**src/rtl/mem_arbiter.sv**
```systemverilog
// rtl/mem_arbiter.sv - two-master (instruction/data) arbiter onto one shared memory port
//
// Purpose: grants either the instruction (prefetch) bus or the data
// (load/store) bus to the single shared memory port. A grant is held until
// the slave acks or the granted master withdraws, and every grant ends with
// one IDLE cycle in which the next owner is chosen. Data wins by default;
// with FAIR=1 a pending instruction request wins when data won the previous
// completed transfer.
//
// Ports:
//   clk, reset           core clock, synchronous active-high reset
//   instr_m_*            instruction master: addr, access in; data_in, ack out
//   data_m_*             data master: addr, data_out, access, wr_en, bytesel in;
//                        data_in, ack out
//   q_m_*                shared port: addr, data_out, access, wr_en, bytesel out;
//                        data_in, ack in
//   q_b                  current owner (0 = instruction, 1 = data)

module mem_arbiter #(
  parameter bit FAIR = 1'b1
) (
  input  logic        clk,
  input  logic        reset,
  input  logic [18:0] instr_m_addr,
  input  logic        instr_m_access,
  output logic [15:0] instr_m_data_in,
  output logic        instr_m_ack,
  input  logic [18:0] data_m_addr,
  input  logic [15:0] data_m_data_out,
  input  logic        data_m_access,
  input  logic        data_m_wr_en,
  input  logic [1:0]  data_m_bytesel,
  output logic [15:0] data_m_data_in,
  output logic        data_m_ack,
  output logic [18:0] q_m_addr,
  output logic [15:0] q_m_data_out,
  output logic        q_m_access,
  output logic        q_m_wr_en,
  output logic [1:0]  q_m_bytesel,
  input  logic [15:0] q_m_data_in,
  input  logic        q_m_ack,
  output logic        q_b
);

  typedef enum logic [1:0] {
    IDLE    = 2'd0,
    GRANT_I = 2'd1,
    GRANT_D = 2'd2
  } state_t;

  state_t r_state;
  logic   r_last_d;   // 1 = data master completed the most recent transfer

  // Grants are masked by reset so that a reset cycle drops the shared
  // request immediately and swallows any in-flight ack.
  logic w_gnt_i;
  logic w_gnt_d;
  assign w_gnt_i = (r_state == GRANT_I) && !reset;
  assign w_gnt_d = (r_state == GRANT_D) && !reset;

  always_ff @(posedge clk) begin
    if (reset) begin
      r_state  <= IDLE;
      r_last_d <= 1'b0;
    end else begin
      case (r_state)
        IDLE: begin
          // An ack seen here belongs to nobody and is ignored.
          if (instr_m_access && (!data_m_access || (FAIR && r_last_d)))
            r_state <= GRANT_I;
          else if (data_m_access)
            r_state <= GRANT_D;
          else
            r_state <= IDLE;
        end
        GRANT_I: begin
          if (q_m_ack) begin
            r_last_d <= 1'b0;
            r_state  <= IDLE;
          end else if (!instr_m_access) begin
            r_state  <= IDLE;
          end
        end
        GRANT_D: begin
          if (q_m_ack) begin
            r_last_d <= 1'b1;
            r_state  <= IDLE;
          end else if (!data_m_access) begin
            r_state  <= IDLE;
          end
        end
        default: r_state <= IDLE;
      endcase
    end
  end

  // Shared port passthrough; everything is zero when nobody is granted.
  assign q_m_access   = (w_gnt_i && instr_m_access) || (w_gnt_d && data_m_access);
  assign q_m_addr     = w_gnt_i ? instr_m_addr : (w_gnt_d ? data_m_addr : 19'h0);
  assign q_m_data_out = w_gnt_d ? data_m_data_out : 16'h0;
  assign q_m_wr_en    = w_gnt_d && data_m_wr_en;
  assign q_m_bytesel  = w_gnt_i ? 2'b11 : (w_gnt_d ? data_m_bytesel : 2'b00);
  assign q_b          = w_gnt_d;

  // Return path to the owner only.
  assign instr_m_ack     = w_gnt_i && q_m_ack;
  assign data_m_ack      = w_gnt_d && q_m_ack;
  assign instr_m_data_in = w_gnt_i ? q_m_data_in : 16'h0;
  assign data_m_data_in  = w_gnt_d ? q_m_data_in : 16'h0;

endmodule

```
**config.mk**
```make
export PLATFORM = sky130hd
export DESIGN_NAME = mem_arbiter
export DESIGN_NICKNAME = d
export VERILOG_FILES = /design/src/rtl/mem_arbiter.sv
export SDC_FILE = /design/constraint.sdc
export NUM_CORES = 1
export LEC_CHECK = 0
export ABC_AREA = 0
export ABC_CLOCK_PERIOD_IN_PS = 1100
export CORE_MARGIN = 8
export CORE_UTILIZATION = 17
export DETAILED_ROUTE_END_ITERATION = 10
export PLACE_DENSITY = 0.78
export SYNTH_ARGS = -nofsm -noshare
export SYNTH_HDL_FRONTEND = slang
export SYNTH_SLANG_ARGS = --single-unit
```
**constraint.sdc**
```tcl
create_clock -name clk -period 1.1 [get_ports clk]
set_clock_uncertainty 0.05 [all_clocks]
set_input_delay 0.165 -clock clk [delete_from_list [all_inputs] [get_ports clk]]
set_output_delay 0.165 -clock clk [all_outputs]
set_load 0.1 [all_outputs]
```
### Word level (Yosys, flattened, before mapping)

Index checks and enable logic that the tools add are counted.

| cells by class | value |
|---|---|
| bitwise operators | 0 |
| multiply operators | 0 |
| add/subtract/negate cells | 0 |
| reductions and logical operators | 16 |
| divide/modulo/power cells | 0 |
| order comparisons | 0 |
| muxes and demuxes | 17 |
| eq/ne operators | 6 |
| shift-type cells | 0 |

Operators by type and width:

| operator | count |
|---|---|
| $mux 16 | 3 |
| $mux 19 | 2 |
| $mux 2 | 8 |
| $logic_and 1x1->1 | 8 |
| $ne 3x3->1 const B | 2 |
| $pmux 2 s3 | 1 |
| $ne 2x2->1 const B | 2 |
| $reduce_and 3->1 | 1 |
| $eq 2x1->1 const B | 1 |
| $eq 2x2->1 const B | 1 |
| $logic_not 1->1 | 2 |
| $logic_not 2->1 | 1 |
| $logic_or 1x1->1 | 2 |
| $mux 1 | 2 |
| $pmux 1 s2 | 1 |
| $reduce_and 2->1 | 1 |
| $reduce_bool 2->1 | 1 |

| storage, ports and cells | value |
|---|---|
| output and inout port bits | 74 |
| memories kept | 0 |
| latch bits | 0 |
| input port bits | 78 |
| memory bits (writable) | 0 |
| register bits after elaboration | 3 |
| word-level logic and storage cells | 41 |
| bits in read-only memories | 0 |

### Longest topological paths before layout

| logic depth | value |
|---|---|
| depth in word-level cells | 5 |
| mapped depth | 4 |
| depth with buffers taken out | 3 |

### Worst setup path before layout

Ideal clock, no wire load.

| timing | value |
|---|---|
| path kind | reg2out |
| from | reg r_state[1] |
| to | out data_m_data_in[10] |
| data required time | 0.885 ns |
| buffers on the path | 1 |
| arrival time | 1.894 ns |
| slack | -1.009 ns |
| stages on the path, launching flop included | 4 |
| cell sequence | dfxtp_1 > nor3b_2 > buf_2 > and2_1 |

| between the ends | value |
|---|---|
| longest elaborated chain between the ends | 3 |

RTL lines:

| item | RTL line | RTL |
|---|---|---|
| start: declaration | 51 | `state_t r_state;` |
| start signal: assignment | 63 | `r_state <= IDLE;` |
| start signal: assignment | 70 | `r_state <= GRANT_I;` |
| start signal: assignment | 72 | `r_state <= GRANT_D;` |
| $eq 2x2->1 | 59 | `assign w_gnt_d = (r_state == GRANT_D) && !reset;` |
| $logic_and 1x1->1 | 59 |  |
| via q_b | 42 | `output logic q_b` |
| $mux 16 | 109 | `assign data_m_data_in = w_gnt_d ? q_m_data_in : 16'h0;` |
| end: declaration | 33 | `output logic [15:0] data_m_data_in,` |

The timed path passes the listed nets, and every way through them passes these cells.

### Worst setup path in the final report

| timing | value |
|---|---|
| from | reg r_state[1] |
| to | out data_m_ack |

| between the ends | value |
|---|---|
| longest elaborated chain between the ends | 3 |

RTL lines:

| item | RTL line | RTL |
|---|---|---|
| $eq 2x2->1 | 59 |  |
| $logic_and 1x1->1 | 59 |  |
| $logic_and 1x1->1 | 107 | `assign data_m_ack = w_gnt_d && q_m_ack;` |
| end: declaration | 34 | `output logic data_m_ack,` |

Every way passes these cells.

==> impl_metrics.toml <==
[sta]
finalCritPeriodShare = 1.61
hold_viol_final = 0
setup_viol = 77
tns_ps = -43750
maxSlewViolCount = 0
fmax_mhz = 565
rsz0062_at_grt = "yes"
worst_pin_slew_ps = 388
fin_ws_ps = -669
finalCriticalPeriod_ps = 1770
slew_headroom = 0.742

[logic_synthesis]
postSynthAreaPerCell_um2 = 7.00
synthArstFlopShare = 0
ys_ff_latch = 3
synth_edf_count = 0
yosys.cell_types.count = 17
synth_area_leaders = "and2_1, a22o_1, and3_1"
ys.flop_type = "dfxtp_1"
yosys_warnings = 0
synth_fa_ha_area_frac = 0
synth_top_area_frac = 0.306
yosys-top-cells-count = "and2_1, a22o_1, and3_1"
synth_xor_area_frac = 0
synth_compound_area_frac = 0.294
yosysTopAreaCell = "and2_1"
yosys.area_share.simple = 0.536
synth_top_family_by_area = "simple AND/OR/NAND/NOR gates"
syn-num-nets = 180
synthMuxAreaShare = 0
syn_area_um2 = 714
syn-instance-count = 102
synth_most_common_cell = "and2_1"
yosysSeqAreaShare = 0.0841

[grt]
grt_overflow = 0
grt_max_degree = 23
antenna_found_initial = 1
grt_pass1_wl_um = 10800
grt_pass1_vias = 1623
track_usage = 0.223

[die]
io_pins = 152
start_util = 0.177
die_height_um = 80.8
dieWidth_um = 80.8
die-area_mm2 = 0.00653
rows = 23
core-area_mm2 = 0.00403

[routing]
post_drt_wl_per_cell_um = 25.9
met1_length_um = 2630
route.detailed.drc = 0
met3_length_um = 563
top_layer_used = "met4"
drtPass1Iterations = 4
via_per_inst = 4.91
via_count = 1547
ant_nets = 0
drt-initial-drc-count = 45
met2_length_um = 4620
wl_um = 8170

[worst_setup_path]
worst-path-stages = 5
start_kind = "flop"
worstSetupStartpoint = "r_state[1]$_SDFFE_PP0P_"
crit_top_cell = "buf_12"
cp_data_arrival_time_ps = 1550
crit_chain = "nor3b_4 > buf_4 > buf_12 > and2_4 > buf_12"
cp_max_fo = 15
rr_worst_depth = 5
worstReg2RegStart = "r_state[1]$_SDFFE_PP0P_"
critical-path-slowest-cell = "dfxtp_2"
slowest_delay_ps = 350
r2r_end = "r_state[1]$_SDFFE_PP0P_"
ff2ff_setup_slack_ps = -90
crit_required_ps = 880
path_buf_inv = 3
crit_end = "data_m_ack"
critical_path.top_delay_family = "simple AND/OR/NAND/NOR gates"
worstSetupEndpointType = "output port"
path_class = "reg2out"

[power]
switching_share = 0.474
pwr_density_cell_mw_per_mm2 = 585
peakVddDrop_mv = 1.06
power_frac_seq = 0.060
clkPwrFrac = 0.157
p_switching_w = 0.000988
p_leak_nw = 1.53
p_comb_frac = 0.783
p_int_w = 0.00110

[worst_hold_path]
hp-class = "reg2reg"

[clock_network]
clockBufferDepth = 2
ctsHoldBuffers = 0
cts_root_buf = "clkbuf_8"
cts_tree = "yes"
clock-sinks = 3
numCtsBuffers = 3
cts.htree.levels = 1
clk_pin_slew_worst_paths_ps = 40
clk_latency_ps = 220

[layout]
final_cell_count_no_fill = 315
final_nets = 343
fill_cells = 184
area_growth_pct = 399
drive_gt1_frac = 0.659

[outcome]
status = "finished with violations"
violations = "negative setup slack"

[placed_design]
place_hpwl_um = 5810
place_inst = 302
gp_congestion = 0.769
io_buffers = 151

[job]
cap_violations = 0
==> power groups by stage <==
stage          clock (W)  sequential [W]  combinational, W
2_1_floorplan          0        0.000126          0.000839
4_1_cts         0.000322        0.000125           0.00160
3_3_place_gp           0        0.000125           0.00153
5_1_grt         0.000339        0.000127           0.00167
6_report        0.000326        0.000126           0.00163
3_5_place_dp           0        0.000126           0.00156
==> kinds of logic (layout without fill, tap and decap cells) <==
logic type | Yosys count | count (layout)
AOI/OAI and AO/OA | 26 | 26
and+or+nand+nor | 62 | 62
DFF | 3 | 3
buffers and inverters | 11 | 173
other | 0 | 1
==> sequential cells by signal (all words and copies together) (netlist names) <==
name / count
r_state: 2
r_last_d: 1
==> metal layers <==
| metal | track usage | vias up |
|---|---|---|
| li1 | - | 691 |
| met1 | 0.208 | 739 |
| met2 | 0.463 | 95 |
| met3 | 0.0430 | 22 |
| met4 | 0.0732 | 0 |
| met5 | 0 | - |
==> stage by stage <==
step                      worst slack (ps)  total power, W  hold WS, ps  instance area, µm²   util
after global routing                  -702         0.00214          482                3570  0.885
after detailed placement              -757         0.00168          433                3400  0.845
after CTS                             -594         0.00204          439                3550  0.880
after global placement                -671         0.00166          422                3400  0.845
final                                 -669         0.00208          446                3570  0.885
after floorplan                       -353        0.000965          184                1110      -
==> layout by cell type (no fill, tap or decap), types with 2 or more instances in the layout <==
master,count
clkbuf_8,3
a22o_4,20
and3_2,6
nand2_1,4
and2_4,35
buf_4,12
and3_4,11
a21o_4,2
buf_12,75
clkdlybuf4s50_1,75
dlygate4sd2_1,2
dfxtp_2,2
o21ai_1,2
buf_6,2
==> cell type report <==
cell class | count | area [µm²] | area share
Antenna cell | 1 | 2.50 | 0.000702
Sequential cell | 3 | 62.6 | 0.0175
Multi-Input combinational cell | 88 | 943 | 0.265
Clock buffer | 4 | 45.0 | 0.0126
Timing Repair Buffer | 169 | 2450 | 0.687
Tap cell | 50 | 62.6 | 0.0175
==> how the worst min path moves through the flow <==
stage	startpoint	to	slack, ps	depth (start not counted)
2_1_floorplan	reset	r_last_d$_SDFFE_PP0P_	180	1
3_3_place_gp	r_last_d$_SDFFE_PP0P_	r_last_d$_SDFFE_PP0P_	420	2
3_5_place_dp	r_last_d$_SDFFE_PP0P_	r_last_d$_SDFFE_PP0P_	430	2
4_1_cts	r_last_d$_SDFFE_PP0P_	r_last_d$_SDFFE_PP0P_	440	2
6_report	r_last_d$_SDFFE_PP0P_	r_last_d$_SDFFE_PP0P_	450	2
5_1_grt	r_last_d$_SDFFE_PP0P_	r_last_d$_SDFFE_PP0P_	480	2
==> worst min-delay path, cell delays in order, from the launching register on <==
cell     delay (ps)
dfxtp_1         320
nand2_1          70
a21oi_1          60
==> repair_timing <==
item | in CTS | in global routing
endpoints found under the hold margin | 0 | 0
buffers inserted | 7 | 1
pin swaps | 3 | 2
setup endpoints to repair | 77 | 76
gates cloned | 1 | 1
gates resized for setup | 11 | 1
No activity file was read; power rests on OpenSTA's default activity.
